===== src/rtl/demux_1x2_buffered_if.sv =====
`default_nettype none
// ============================================================================
// Module      : demux_1x2_buffered_if
// Description : Stream bundle for the 1:2 buffered demultiplexer. Carries
//               the upstream valid/data/ready handshake, the lane selection
//               controls and both downstream lane handshakes plus occupancy.
// Ports       : dataIn/validIn/readyIn  - upstream stream
//               selector/autoMode       - lane choice controls
//               dataOutN/validOutN/readyOutN, fillN - lane N stream + occupancy
// Revision    : 1.0 - initial release
// ============================================================================
interface demux_1x2_buffered_if #(
  parameter int WIDTH = 8,
  parameter int DEPTH = 4
);
  logic [WIDTH-1:0]         dataIn;
  logic                     validIn;
  logic                     readyIn;
  logic                     selector;
  logic                     autoMode;
  logic [WIDTH-1:0]         dataOut0;
  logic                     validOut0;
  logic                     readyOut0;
  logic [WIDTH-1:0]         dataOut1;
  logic                     validOut1;
  logic                     readyOut1;
  logic [$clog2(DEPTH):0]   fill0;
  logic [$clog2(DEPTH):0]   fill1;

  // Producer/consumer side (stimulus)
  modport master (
    output dataIn, validIn, selector, autoMode, readyOut0, readyOut1,
    input  readyIn, dataOut0, validOut0, dataOut1, validOut1, fill0, fill1
  );

  // Demultiplexer side
  modport slave (
    input  dataIn, validIn, selector, autoMode, readyOut0, readyOut1,
    output readyIn, dataOut0, validOut0, dataOut1, validOut1, fill0, fill1
  );
endinterface
`default_nettype wire


===== src/rtl/demux_1x2_buffered.sv =====
`default_nettype none
// ============================================================================
// Module      : demux_1x2_buffered
// Description : 1-to-2 stream demultiplexer. Each accepted input word is
//               written into the FIFO of the target lane; each lane drains
//               independently under its own ready. Target lane comes from
//               the selector input or from an internal burst ping-pong.
// Ports       : clk    - clock, rising edge
//               reset  - synchronous, active-low reset
//               bus    - demux_1x2_buffered_if.slave stream bundle
// Revision    : 1.0 - initial release
// ============================================================================
module demux_1x2_buffered #(
  parameter int WIDTH = 8,
  parameter int DEPTH = 4,   // power of two, >= 2
  parameter int BURST = 4    // >= 1
) (
  input  wire logic                clk,
  input  wire logic                reset,
  demux_1x2_buffered_if.slave      bus
);

  localparam int c_AW = $clog2(DEPTH);
  localparam int c_FW = c_AW + 1;
  localparam int c_BW = (BURST > 1) ? $clog2(BURST) : 1;

  localparam logic [c_BW-1:0] c_BURST_LAST = c_BW'(BURST - 1);
  localparam logic [c_BW-1:0] c_BURST_ONE  = c_BW'(1);
  localparam logic [c_FW-1:0] c_FULL       = c_FW'(DEPTH);
  localparam logic [c_FW-1:0] c_FILL_ONE   = c_FW'(1);
  localparam logic [c_AW-1:0] c_PTR_ONE    = c_AW'(1);

  logic              r_autoSel;
  logic [c_BW-1:0]   r_burstCnt;

  logic              w_tgt;
  logic              w_accept;
  logic [1:0]        w_full;
  logic [1:0]        w_push;
  logic [1:0]        w_pop;
  logic [1:0]        w_vld;
  logic [1:0]        w_rdyOut;
  logic [WIDTH-1:0]  w_head [2];
  logic [c_FW-1:0]   w_fill [2];

  assign w_tgt    = bus.autoMode ? r_autoSel : bus.selector;
  // Only the target lane's full flag gates input; a full lane being popped
  // this cycle still refuses the push (no pass-through).
  assign bus.readyIn = reset & ~w_full[w_tgt];
  assign w_accept    = bus.validIn & bus.readyIn;
  assign w_rdyOut    = {bus.readyOut1, bus.readyOut0};

  generate
    for (genvar n = 0; n < 2; n++) begin : g_lane
      logic [WIDTH-1:0] r_mem [DEPTH];
      logic [c_AW-1:0]  r_wp;
      logic [c_AW-1:0]  r_rp;
      logic [c_FW-1:0]  r_fill;

      assign w_full[n] = (r_fill == c_FULL);
      // Outputs are forced quiet while reset is held, even before the
      // first reset edge has cleared the pointers.
      assign w_vld[n]  = reset & (r_fill != '0);
      assign w_push[n] = w_accept & (w_tgt == 1'(n));
      assign w_pop[n]  = w_vld[n] & w_rdyOut[n];
      assign w_head[n] = w_vld[n] ? r_mem[r_rp] : '0;
      assign w_fill[n] = reset ? r_fill : '0;

      always_ff @(posedge clk) begin
        if (!reset) begin
          r_wp   <= '0;
          r_rp   <= '0;
          r_fill <= '0;
        end else begin
          if (w_push[n]) begin
            r_mem[r_wp] <= bus.dataIn;
            r_wp        <= r_wp + c_PTR_ONE;
          end
          if (w_pop[n]) begin
            r_rp <= r_rp + c_PTR_ONE;
          end
          case ({w_push[n], w_pop[n]})
            2'b10:   r_fill <= r_fill + c_FILL_ONE;
            2'b01:   r_fill <= r_fill - c_FILL_ONE;
            default: r_fill <= r_fill;
          endcase
        end
      end
    end
  endgenerate

  // Burst ping-pong: leaving auto mode rearms it so every entry starts on
  // lane 0 with a fresh burst. A full target lane stalls the stream rather
  // than letting the burst skip over it.
  always_ff @(posedge clk) begin
    if (!reset || !bus.autoMode) begin
      r_autoSel  <= 1'b0;
      r_burstCnt <= '0;
    end else if (w_accept) begin
      if (r_burstCnt == c_BURST_LAST) begin
        r_autoSel  <= ~r_autoSel;
        r_burstCnt <= '0;
      end else begin
        r_burstCnt <= r_burstCnt + c_BURST_ONE;
      end
    end
  end

  assign bus.dataOut0  = w_head[0];
  assign bus.validOut0 = w_vld[0];
  assign bus.fill0     = w_fill[0];
  assign bus.dataOut1  = w_head[1];
  assign bus.validOut1 = w_vld[1];
  assign bus.fill1     = w_fill[1];

endmodule
`default_nettype wire


===== src/flat_wrapper.sv =====
// flat-port wrapper written by rule: the top's interface ports become plain ports
module demux_1x2_buffered_flat 
#(
  parameter int WIDTH = 8,
  parameter int DEPTH = 4,                        
  parameter int BURST = 4           
)
  (clk, reset, bus_dataIn, bus_validIn, bus_selector, bus_autoMode, bus_readyOut0, bus_readyOut1, bus_readyIn, bus_dataOut0, bus_validOut0, bus_dataOut1, bus_validOut1, bus_fill0, bus_fill1);
  demux_1x2_buffered_if #(.WIDTH(WIDTH), .DEPTH(DEPTH)) bus_i ();
  input  wire logic clk;
  input  wire logic reset;
  input wire logic [$bits(bus_i.dataIn)-1:0] bus_dataIn;
  input wire logic [$bits(bus_i.validIn)-1:0] bus_validIn;
  input wire logic [$bits(bus_i.selector)-1:0] bus_selector;
  input wire logic [$bits(bus_i.autoMode)-1:0] bus_autoMode;
  input wire logic [$bits(bus_i.readyOut0)-1:0] bus_readyOut0;
  input wire logic [$bits(bus_i.readyOut1)-1:0] bus_readyOut1;
  output wire logic [$bits(bus_i.readyIn)-1:0] bus_readyIn;
  output wire logic [$bits(bus_i.dataOut0)-1:0] bus_dataOut0;
  output wire logic [$bits(bus_i.validOut0)-1:0] bus_validOut0;
  output wire logic [$bits(bus_i.dataOut1)-1:0] bus_dataOut1;
  output wire logic [$bits(bus_i.validOut1)-1:0] bus_validOut1;
  output wire logic [$bits(bus_i.fill0)-1:0] bus_fill0;
  output wire logic [$bits(bus_i.fill1)-1:0] bus_fill1;
  assign bus_i.dataIn = bus_dataIn;
  assign bus_i.validIn = bus_validIn;
  assign bus_i.selector = bus_selector;
  assign bus_i.autoMode = bus_autoMode;
  assign bus_i.readyOut0 = bus_readyOut0;
  assign bus_i.readyOut1 = bus_readyOut1;
  assign bus_readyIn = bus_i.readyIn;
  assign bus_dataOut0 = bus_i.dataOut0;
  assign bus_validOut0 = bus_i.validOut0;
  assign bus_dataOut1 = bus_i.dataOut1;
  assign bus_validOut1 = bus_i.validOut1;
  assign bus_fill0 = bus_i.fill0;
  assign bus_fill1 = bus_i.fill1;
  demux_1x2_buffered #(.WIDTH(WIDTH), .DEPTH(DEPTH), .BURST(BURST)) u_core (.clk(clk), .reset(reset), .bus(bus_i));
endmodule

===== config.mk =====
export PLATFORM = sky130hd
export DESIGN_NAME = demux_1x2_buffered_flat
export DESIGN_NICKNAME = d
export VERILOG_FILES = /design/src/rtl/demux_1x2_buffered_if.sv /design/src/rtl/demux_1x2_buffered.sv /design/src/flat_wrapper.sv
export SDC_FILE = /design/constraint.sdc
export NUM_CORES = 1
export LEC_CHECK = 0
export CAP_MARGIN = 10
export CORE_MARGIN = 2
export CORE_UTILIZATION = 56
export DETAILED_ROUTE_END_ITERATION = 10
export GPL_ROUTABILITY_DRIVEN = 0
export PLACE_DENSITY = 0.79
export REMOVE_ABC_BUFFERS = 1
export SETUP_SLACK_MARGIN = 0.05
export SLEW_MARGIN = 20
export SYNTH_ARGS = -nofsm -noshare
export SYNTH_HDL_FRONTEND = slang
export SYNTH_SLANG_ARGS = --single-unit

===== constraint.sdc =====
create_clock -name clk -period 2.9 [get_ports clk]
set_input_delay 0.58 -clock clk [delete_from_list [all_inputs] [get_ports clk]]
set_output_delay 0.58 -clock clk [all_outputs]
set_load 0.01 [all_outputs]

After elaboration in Yosys (flattened, before gate mapping)
Memory sizes are Yosys's and may differ from the RTL's. A register that Yosys moved wholly into a read port is not among the register bits. Index checks and enable logic that the tools add are counted.

Eq/ne operators: 7. Add/subtract/negate cells: 9. Order comparisons: 1. Multiply operators: 0. Mux-type cells: 20. Bitwise logic cells: 11. Shift operators: 0. Reduce and logical (&&, ||, !) cells: 8. Divide/modulo/power cells: 0.

Operator list (count): 8-bit 2-to-1 mux (2); 3-bit case mux with 2 select lines (2); 2-bit by 1-bit adder with 2-bit output, second input constant (5); 2-bit 2-to-1 mux (5); 1-bit 2-to-1 mux (9); 1-bit AND (8); 3-bit by 1-bit adder with 3-bit output, second input constant (2); 2-bit == test, second input constant (3); 3-bit == test, second input constant (2); 3-bit 2-to-1 mux (2); 3-bit nonzero test (2); 3-bit by 1-bit subtractor with 3-bit output, second input constant (2); 2-bit by 1-bit == test with 1-bit output, second input constant (2); 2-bit nonzero test (2); 1-bit inverter (3); 1-bit zero test (2); 1-bit by 2-bit < comparator with 1-bit output, second input constant (1); 2-bit AND reduction (1); 1-bit logical OR (1).

ROM bits: 0. Bits in latches: 0. Memories kept: 2. Memory bits (writable): 64. Flip-flop bits (word level): 17. Logic and storage cells: 66. Output and inout port bits: 25. Input port bits: 15.

Memory list: u_core.g_lane[0].r_mem (words 4, width 8, read ports 1, clocked after Yosys merged registers in 1, write ports 1, line demux_1x2_buffered.sv:55) `logic [WIDTH-1:0] r_mem [DEPTH];`; u_core.g_lane[1].r_mem (words 4, width 8, read ports 1, clocked after Yosys merged registers in 1, write ports 1, line demux_1x2_buffered.sv:55).

Logic depth before layout (Yosys ltp)
Gate-level depths: netlist (run 1).

Word-level depth: 10. Gate-level depth with buffers: 9. Gate-level depth less buffers: 9.

Worst setup path after synthesis (run 1)
OpenSTA, ideal clock, no wires.

Path kind: input port to flip-flop. From: input port reset. To: register u_core.g_lane[0].r_fill[2]. Arrival time: 2.291 ns. Path slack: 0.534 ns. Cell stages on the path: 8. Setup time: 0.076 ns. Required time: 2.824 ns. Path buffers: 0. Cell sequence: o31a_1 and2_1 ha_1 inv_1 fa_1 xor2_1 or3_1 a21boi_0.

Cells in the longest elaborated chain, start to end: 5. Elaborated cells on any way between the ends: 9. Those cells by class: 2 x eq/ne; 1 x mux; 5 x bitwise; 1 x reduce/logical.

RTL lines: from (decl) (line flat_wrapper.sv:11) `input wire logic reset;`; 1-bit AND (line demux_1x2_buffered.sv:49) `assign bus.readyIn = reset & ~w_full[w_tgt];`; 1-bit AND (line demux_1x2_buffered.sv:50) `assign w_accept = bus.validIn & bus.readyIn;`; 1-bit AND (line demux_1x2_buffered.sv:64) `assign w_push[n] = w_accept & (w_tgt == 1'(n));`; 2-bit by 1-bit == test with 1-bit output / 2-bit == test (equally long branches) (line demux_1x2_buffered.sv:82) `case ({w_push[n], w_pop[n]})`; 3-bit case mux with 2 select lines / 2-bit nonzero test (equally long branches); to (signal assigned) (line demux_1x2_buffered.sv:83) `2'b10: r_fill <= r_fill + c_FILL_ONE;`; to (signal assigned) (line demux_1x2_buffered.sv:84) `2'b01: r_fill <= r_fill - c_FILL_ONE;`; to (signal assigned) (line demux_1x2_buffered.sv:85) `default: r_fill <= r_fill;`; to (decl) (line demux_1x2_buffered.sv:58) `logic [c_FW-1:0] r_fill;`.

Several ways; a longest one is shown, not always the timed one. A chain may end at the register's enable or synchronous reset.

Worst setup path in the final report (run 1)
From: input port bus_autoMode. To: register u_core.g_lane[1].r_fill[2].

Cells in the longest elaborated chain, start to end: 9. Elaborated cells on any way between the ends: 11. Those cells by class: 2 x eq/ne; 4 x mux; 4 x bitwise; 1 x reduce/logical.

RTL lines: from (decl) (line flat_wrapper.sv:15) `input wire logic [$bits(bus_i.autoMode)-1:0] bus_autoMode;`; 1-bit 2-to-1 mux (*) (line demux_1x2_buffered.sv:46) `assign w_tgt = bus.autoMode ? r_autoSel : bus.selector;`; 1-bit 2-to-1 mux (not written as such) (2 in series) (line demux_1x2_buffered.sv:49); 1-bit inverter (line demux_1x2_buffered.sv:49); 1-bit AND (line demux_1x2_buffered.sv:49); 1-bit AND (line demux_1x2_buffered.sv:50); 1-bit AND (*) (line demux_1x2_buffered.sv:64); 2-bit by 1-bit == test with 1-bit output / 2-bit == test (equally long branches) (line demux_1x2_buffered.sv:82); 3-bit case mux with 2 select lines / 2-bit nonzero test (equally long branches); to (signal assigned) (line demux_1x2_buffered.sv:83); to (signal assigned) (line demux_1x2_buffered.sv:84); to (signal assigned) (line demux_1x2_buffered.sv:85); to (decl) (line demux_1x2_buffered.sv:58).

Every way passes the cells marked *; elsewhere a longest branch is shown, timed or not. The select of a mux whose other input is x is not followed.

==> results of run 1 <==
-- routing by layer --
layer | up-vias | global-route usage [%] | wire length [microns]
met5 | - | 0 | 0
met4 | 0 | 5.28 | 43
met3 | 4 | 5.01 | 218
met2 | 35 | 33.6 | 3220
met1 | 937 | 21.2 | 2560
li1 | 935 | - | -
-- flip-flops by register name, summed over array words and instances (netlist names), named ones only --
name / flops
u_core.g_lane.r_wp: 4
u_core.r_burstCnt: 2
u_core.g_lane.r_mem: 64
u_core.r_autoSel: 1
u_core.g_lane.r_rp: 4
u_core.g_lane.r_fill: 6
-- metrics by stage --
stage | utilization (%) | setup TNS, ps
after global placement | 66.4 | 0
after global routing | 69.9 | 0
after detailed placement | 66.4 | -39.2
final | 69.9 | 0
after CTS | 69.8 | 0
after floorplan | - | 0
-- synth_stat cells (3+ instances only) --
library cell / count / area (sq um)
xnor2_1: 6 / 52.6
ha_1: 11 / 138
inv_1: 12 / 45.0
and2_1: 36 / 225
mux2i_1: 7 / 70.1
o21ai_0: 4 / 20.0
dfxtp_1: 21 / 420
nand2_1: 9 / 33.8
clkbuf_1: 5 / 18.8
nor2b_1: 6 / 37.5
edfxtp_1: 64 / 1920
mux4_2: 16 / 360
and2_2: 4 / 30.0
or3_1: 3 / 18.8
nand3_1: 4 / 20.0
-- repair_timing --
action | 4_1_cts | 5_1_grt
setup endpoints to repair | 1 | 13
buffers inserted | 1 | 0
resized for setup | 0 | 2
-- final timing paths --
path	from	end	slack, ps
min reg2reg	u_core.g_lane[1].r_rp[1]	u_core.g_lane[1].r_rp[1]	470
min	u_core.g_lane[1].r_rp[1]	u_core.g_lane[1].r_rp[1]	470
max	bus_autoMode	u_core.g_lane[1].r_fill[2]	260
max reg2reg	u_core.g_lane[0].r_fill[2]	u_core.g_lane[0].r_fill[2]	590
-- cells by family after synthesis --
family,count (synthesis),synth area share (%)
AOI/OAI and AO/OA,10,1.91
muxes,24,12.4
and+or+nand+nor,67,11.7
xor gates and xnor gates,8,1.95
DFF,85,65.1
adders and majority gates,13,4.94
buffers and inverters,19,2.05
-- cell type report --
cell class	instances	area (sq um)	share of cell area [%]
timing repair buffer	55	515	11.8
inverter	12	45.0	1.03
clock inverter	4	72.6	1.65
multi-input combinational	122	1180	26.9
sequential	85	2340	53.4
tap	77	96.3	2.20
clock buffer	12	135	3.08
-- cells in the final DEF (no fill, tap or decap), drive strengths merged, types with 8 or more instances in the layout --
cell type / instances
mux2i: 8
edfxtp: 64
dfxtp: 21
clkdlybuf4s50: 37
mux4: 16
inv: 12
and2: 40
clkbuf: 12
buf: 16
ha: 11
nand2: 9
-- worst reg2reg max path: stages (launching register included) --
cell      delay [ps]
dfxtp_1          370
nor3b_1          430
nor3b_4           80
inv_1             80
ha_1             160
inv_1             60
fa_1             440
xor2_1           160
or3_1            300
a21boi_0         160
-- power by group through the flow --
stage / sequential, mW / clock [mW] / combinational [mW]
after global placement: 1.37 / 0 / 0.191
final: 1.34 / 0.862 / 0.195
after floorplan: 1.37 / 0 / 0.0921
after CTS: 1.34 / 0.880 / 0.199
after global routing: 1.34 / 0.927 / 0.217
after detailed placement: 1.37 / 0 / 0.196
==> reports/results.ini, run 1 <==
[final_layout]
final_area_sq_um=4390
antennaDiodeCount=0
nets=313
final.fill_count=427
fin_cells=367
areaGrowthSynthToFinish_pct=22.0
drive_above_1_share_pct=17.9

[sta]
whs_ps=470
setup_viol=0
period_minus_slack_ps=2640
hold_violations=0
fin_crit_sh_pct=90.9
relSlewSlack_pct=68.7
rsz0062_at_grt=false
max_freq_ghz=0.379
fin_skew_ps=6.02
drv_slew=0
worst_slack_ps=263
tightest_slew_ps=468

[clock_tree]
htreeDepth=3
clk_latency_ps=340
cts_tree=yes
root_buffer=clkbuf_8
cts.sinks=85
clk_pin_slew_ps=70
cts_hold_buffers=0
cts_buffer_depth=2
cts_buffers=9

[synthesis]
ys_seq_area_share_pct=65.1
synth_cells=226
yosysWarnings=0
synth_area_sq_um=3600
ys_seq_elements=85
ys_types=27
synth_edf_count=64
ys_async_sr_fraction_pct=0
ys.flop_type=edfxtp_1
avgSynthCellArea_sq_um=15.9

[placement]
pre_cts_slack_ps=-39.2
placed_cells=350
port_buffers=39
hpwl_mm=4.19
place_area_sq_um=4170

[critical_path]
crit_arrival_ps=2910
startpoint_type=input pin
cp.depth=12
cpPeakStageDelay_ps=500
worstPathCellList=clkdlybuf4s50_1 > mux2i_2 > buf_4 > buf_4 > nor3_4 > inv_1 > ha_1 > inv_1 > fa_1 > xor2_1 > or3_1 > a21boi_0
crit_buf_inv=5
critPathTopFamily=buffers and inverters
worstPathMaxFanout=2
required_ps=3170
cp-end-kind=register
r2r_cells=9
cp_slowest_cell=clkdlybuf4s50_1
crit_type=in2reg

[pwr]
cell_internal_pwr_mw=1.92
p_leak_nw=1.53
power_density_nw_per_um2=546
p_clk_share_pct=35.9
vdd_drop_max_mv=0.313
p_sw_share_pct=19.9
seqPwrFrac_pct=55.9
p_switching_mw=0.477
power_frac_comb_pct=8.1
total_power_mw=2.40

[route]
num_vias=1911
vias_per_cell=5.21
drc=0
routedWlPerCell_microns=16.5
drt-initial-drc-count=88
antenna_left=0
drt-total-wl_mm=6.04
dr.pass1.iters=4

[floorplanning]
coreArea_sq_um=6280
pin_count=40
start_util_pct=57.3
dieWidth_microns=84.1
dieArea_sq_um=7080
std_cell_rows=29
die_y_microns=84.1

[global_route]
grt_first_pass_wirelength_mm=9.71
antenna_found_initial=0
track_usage_pct=18.4
grt_pass1_vias=2053
grt_max_degree=19
gr-total-overflow=0

[min_path]
hold_depth=1
hold_class=reg2reg

[outcome]
status=completed

[job]
drv_cap=0

(Power assumes the default switching activity.)
==> run 2, diff against run 1 <==
- ABC_CLOCK_PERIOD_IN_PS: default -> 2900
- CELL_PAD_IN_SITES_DETAIL_PLACEMENT: default -> 1
- CELL_PAD_IN_SITES_GLOBAL_PLACEMENT: default -> 2
- CORE_UTILIZATION: 56 -> 40
- PLACE_DENSITY: 0.79 -> default
- PLACE_DENSITY_LB_ADDON: default -> 0.1
==> run 2 against run 1 <==
Effect of this change:
- worst setup slack got worse by 49 ps
- final cell count increased by 10%
- die area increased by 38%
- core utilization decreased by 18 points
- sequential power about the same
- clock skew increased by 6.3 ps
- non-clock buffer count increased by 6
- first-iteration DRC count decreased by 50%
- clock power increased by 3.1%
- sequential share of layout area decreased by 1.2 points
- critical endpoint is now u_core.g_lane[0].r_fill[2]
- largest power group unchanged
- highest routed layer unchanged
==> reports/results.ini, run 2 (synthesized netlist as in run 1, its figures left out) <==
[clock_tree]
clk_pin_slew_ps=80  ; about the same
clk_latency_ps=350  ; about the same
cts_buffers=9  ; unchanged
cts_hold_buffers=0  ; unchanged
cts_buffer_depth=2  ; unchanged
root_buffer=clkbuf_8
htreeDepth=3  ; unchanged
cts_tree=yes
cts.sinks=85  ; unchanged

[route]
drt-total-wl_mm=6.62  ; +9.6%
drc=0  ; unchanged
vias_per_cell=4.88  ; -6.2%
drt-initial-drc-count=44  ; -50%
dr.pass1.iters=4  ; unchanged
num_vias=1973  ; +3.2%
antenna_left=0  ; unchanged
routedWlPerCell_microns=16.4  ; -0.47%

[final_layout]
largest_register_ffs=64  ; unchanged
drive_above_1_share_pct=19.9  ; +2.0 points
layout_common_cells=edfxtp_1 (64), clkdlybuf4s50_1 (37), and2_1 (36), dfxtp_1 (21), buf_4 (21)
largest_register=u_core.g_lane.r_mem
reg_top3=u_core.g_lane.r_mem: 64 flops, u_core.g_lane.r_fill: 6 flops
antennaDiodeCount=0  ; unchanged
final.fill_count=854  ; +100%
final_common_cell=edfxtp_1
areaGrowthSynthToFinish_pct=24.8
nets=319  ; +1.9%

[sta]
setup_viol=0  ; unchanged
drv_slew=0  ; unchanged
tightest_slew_ps=499  ; +30.3 ps
hold_violations=0  ; unchanged
rsz0062_at_grt=false
max_freq_ghz=0.372  ; -1.8%
fin_crit_sh_pct=92.6  ; +1.7 points
fin_skew_ps=12.4  ; +6.35 ps
whs_ps=458  ; -12.3 ps
period_minus_slack_ps=2690  ; +48.6 ps
relSlewSlack_pct=66.7  ; -2.0 points

[critical_path]
r2r_cells=9  ; unchanged
cpPeakStageDelay_ps=450  ; -50 ps
endpoint=u_core.g_lane[0].r_fill[2]
crit_arrival_ps=2960  ; +50 ps
crit_type=in2reg
cp_slowest_cell=clkdlybuf4s50_1
rrSetupSlack_ps=600  ; about the same
worstPathCellList=clkdlybuf4s50_1 > mux2i_2 > buf_4 > buf_4 > nor3b_4 > inv_1 > ha_1 > inv_1 > fa_1 > xor2_1 > or3_1 > a21boi_1
worstPathMaxFanout=2  ; unchanged
required_ps=3180  ; about the same
r2r-end=u_core.g_lane[0].r_fill[2]
cp-startpoint=bus_autoMode
reg2reg_from=u_core.g_lane[0].r_fill[2]
startpoint_type=input pin
cp-end-kind=register

[placement]
port_buffers=39  ; unchanged
hpwl_mm=4.71  ; +12%

[floorplanning]
start_util_pct=41.2  ; -16 points
pin_count=40  ; unchanged
dieArea_sq_um=9760  ; +38%
coreArea_sq_um=8720  ; +39%
dieWidth_microns=98.8  ; +17%
std_cell_rows=34  ; +17%
die_y_microns=98.8  ; +17%

[pwr]
power_density_nw_per_um2=542  ; -0.84%
p_leak_nw=1.55  ; +1.5%
vdd_drop_max_mv=0.278  ; -11%
total_power_mw=2.43  ; +1.4%

[outcome]
status=completed

[global_route]
antenna_found_initial=0  ; unchanged
grt_first_pass_wirelength_mm=11.0  ; +13%
grt_pass1_vias=2123  ; +3.4%
grt_max_degree=19  ; unchanged
gr-total-overflow=0  ; unchanged
track_usage_pct=14.9  ; -3.5 points

[min_path]
min_from=u_core.g_lane[1].r_rp[1]
hold_class=reg2reg

[job]
drv_cap=0  ; unchanged

[run 2: changes by cell type in the layout (fill, tap and decap cells not counted), sizes merged]
| cell | delta |
|---|---|
| buf | +6 |
| clkbuf | -2 |
| clkinv | +1 |
| clkinvlp | +1 |
| dlygate4sd2 | +1 |
| dlymetal6s2s | -1 |
[run 2: area by class of cell]
cell class	instances	area [sq um]	area share [%]
Tap cell	108	135	3.01
Clock inverter	6	87.6	1.95
Clock buffer	10	128	2.84
Inverter	12	45.0	1.00
Multi-Input combinational cell	122	1180	26.3
Timing Repair Buffer	61	569	12.7
Sequential cell	85	2340	52.2
[run 2: through the flow]
step | setup TNS, ps | setup slack [ps] | cells | utilization (%) | area, sq um
final | 0 | 214 | 404 | 51.4 | 4490
after global routing | 0 | 88.5 | 404 | 51.4 | 4490
after CTS | 0 | 53.5 | 403 | 51.3 | 4480
after detailed placement | -201 | -112 | 385 | 48.7 | 4250
after global placement | -3.14 | -3.14 | 385 | 48.7 | 4250
after floorplan | 0 | 534 | 219 | - | 3570
[run 2: report_power, final]
group	switching (mW)	leakage, nW	internal [mW]
sequential	0.0128	0.748	1.33
combinational	0.0899	0.702	0.113
clock	0.405	0.100	0.484
total	0.508	1.55	1.92
[run 2: repair_timing]
| action | in CTS | in global routing |
|---|---|---|
| hold endpoints to repair | 0 | 0 |
| endpoints found under the setup margin | 12 | 2 |
| buffers inserted | 2 | 1 |
| resized for setup | 1 | 2 |
[run 2: worst min-delay path by stage]
stage	depth (start not counted)	slack [ps]	to
floorplan	1	430	register
global placement	1	450	u_core.g_lane[1].r_rp[1]
detailed placement	1	450	u_core.g_lane[1].r_rp[1]
CTS	1	470	u_core.g_lane[1].r_rp[1]
global route	1	490	u_core.g_lane[1].r_rp[1]
finish	1	460	u_core.g_lane[1].r_rp[1]
[run 2: routing by layer]
metal	GRT usage, %	vias up	share of wire, %
li1	-	948	-
met4	6.95	0	2.0
met5	0	-	0
met2	25.1	36	50
met3	2.48	10	2.6
met1	18.8	979	45
[run 2: critical path, delay by kind of cell]
kind	cells	cell delay (ps)
fa+ha+maj	2	600
xor+xnor	1	160
buf+inv	5	860
mux	1	180
simple gates	2	440
compound gates	1	150
==> run 3, diff against run 2 <==
- CORE_UTILIZATION: 40 -> 42
- CTS_BUF_LIST: default -> sky130_fd_sc_hd__clkbuf_4
==> run 3 against run 2 <==
Effect of this change:
- wire length shrank 0.42%
- fmax shrank 0.83%
- power shrank 12%
- clock-buffer cell count shrank 1
- non-clock buffer count shrank 7
- flip-flop and latch count is the same
- sequential power is essentially flat
- critical path type is now in2out
- largest cell class unchanged
- largest power group unchanged
==> reports/results.ini, run 3 (synthesized netlist as in run 1, its figures left out) <==
[critical_path]
crit_arrival_ps=2130  ; -830 ps
required_ps=2320  ; -860 ps
startpoint_type=input pin
crit_type=in2out
cp-end-kind=output port
worstPathMaxFanout=23  ; +21

[final_layout]
nets=312  ; -2.2%
drive_above_1_share_pct=18.7  ; -1.2 points
largest_register_ffs=64  ; unchanged
largest_register=u_core.g_lane.r_mem
antennaDiodeCount=0  ; unchanged
fin_util_pct=52.7  ; +1.2 points
final_common_cell=edfxtp_1
areaGrowthSynthToFinish_pct=21.0
layout_common_cells=edfxtp_1 (64), and2_1 (36), clkdlybuf4s50_1 (30), dfxtp_1 (21), mux4_2 (16)
reg_top3=u_core.g_lane.r_mem: 64 flops, u_core.g_lane.r_fill: 6 flops

[clock_tree]
root_buffer=clkbuf_4
cts_buffers=9  ; unchanged
cts.sinks=85  ; unchanged
htreeDepth=3  ; unchanged
cts_tree=yes
clk_pin_slew_ps=120  ; +40 ps
clk_latency_ps=420  ; +70 ps
cts_buffer_depth=2  ; unchanged

[global_route]
gr-total-overflow=0  ; unchanged
grt_first_pass_wirelength_mm=10.5  ; -4.4%
groute.layer.met2.usage_pct=27.1  ; +2.0 points
track_usage_pct=15.7  ; +0.79 points
grtUsageMet3_pct=4.03  ; +1.6 points
grt_util_met1_pct=19.4  ; +0.55 points
grt_max_degree=24  ; +5
grt_most_used_layer=met2
antenna_found_initial=0  ; unchanged
grt_pass1_vias=2010  ; -5.3%

[outcome]
status=completed

[pwr]
total_power_mw=2.13  ; -12%
vdd_drop_max_mv=0.176  ; -37%
power_density_nw_per_um2=490  ; -9.5%
p_leak_nw=1.62  ; +4.2%

[route]
num_vias=1941  ; -1.6%
routedWlPerCell_microns=16.7  ; +2.1%
drt-initial-drc-count=64  ; +45%
drc=0  ; unchanged
vias_per_cell=4.93  ; +0.88%
antenna_left=0  ; unchanged
dr.pass1.iters=4  ; unchanged
drt-total-wl_mm=6.59  ; -0.42%

[sta]
drv_slew=0  ; unchanged
period_minus_slack_ps=2710  ; +22.5 ps
relSlewSlack_pct=61.5  ; -5.2 points
hold_violations=0  ; unchanged
fin_skew_ps=24.6  ; +12.2 ps
fin_setup_tns_ps=0  ; unchanged
max_freq_ghz=0.369  ; -0.83%
setup_viol=0  ; unchanged
rsz0062_at_grt=false
whs_ps=475  ; +17.5 ps
tightest_slew_ps=576  ; +77.9 ps
fin_crit_sh_pct=93.4  ; +0.78 points
worst_slack_ps=192  ; -22.5 ps

[floorplanning]
pin_count=40  ; unchanged
dieArea_sq_um=9320  ; -4.6%
start_util_pct=43.5  ; +2.3 points
dieWidth_microns=96.5  ; -2.3%
coreArea_sq_um=8260  ; -5.3%
die_y_microns=96.5  ; -2.3%
std_cell_rows=33  ; -2.9%

[placement]
hpwl_mm=4.64  ; -1.5%
port_buffers=39  ; unchanged
pre_cts_slack_ps=-66.2  ; +45.9 ps

[job]
drv_cap=0  ; unchanged

[min_path]
hold_class=reg2reg

## run 3: cell types whose count changed in the layout (fill, tap and decap cells not counted), sizes merged, moves of 2 or more
cell,previous run,this run
buf,22,15
inv,12,15
dlymetal6s2s,1,8
bufinv,2,0
clkdlybuf4s50,37,30
## run 3: cell type report
class	count	area [sq um]
Fill cell	819	3910
Multi-Input combinational cell	122	1180
Clock buffer	9	67.6
Clock inverter	7	47.5
Sequential cell	85	2340
Timing Repair Buffer	54	533
Inverter	12	45.0
Tap cell	105	131
## run 3: what timing repair did
item / in CTS / in global routing
hold buffers: 0 / 0
buffers inserted: 1 / 0
resized for setup: 2 / 11
setup endpoints to repair: 1 / 9
gates cloned: 0 / 0
## run 3: worst max-delay path, cell delays in order
cell and delay [ps]:
clkdlybuf4s50_1 490, buf_6 140, buf_4 230, and2_1 160
clkdlybuf4s50_1 530
## run 3: worst paths after layout
path         slack (ps)                        from                          to  cells past startpoint
max                 190                       reset                bus_fill0[2]                      5
min                 480    u_core.g_lane[1].r_rp[1]    u_core.g_lane[1].r_rp[1]                      1
max reg2reg         450  u_core.g_lane[0].r_fill[2]  u_core.g_lane[0].r_fill[2]                      9
min reg2reg         480    u_core.g_lane[1].r_rp[1]    u_core.g_lane[1].r_rp[1]                      1
## run 3: power breakdown
part	internal (mW)	switching (mW)	leakage [nW]
clock	0.180	0.417	0.0645
combinational	0.108	0.0891	0.803
sequential	1.33	0.0130	0.748
total	1.62	0.519	1.62
## run 3: routing by layer
layer	up-vias	share of wire (%)
met3	5	3.9
li1	934	-
met5	-	0
met4	0	0.82
met2	43	51
met1	959	44
## run 3: per-stage QoR
step	instance area, sq um	std cells
final	4350	394
after global routing	4350	394
after CTS	4320	394
after detailed placement	4190	377
after global placement	4190	377
after floorplan	3570	219
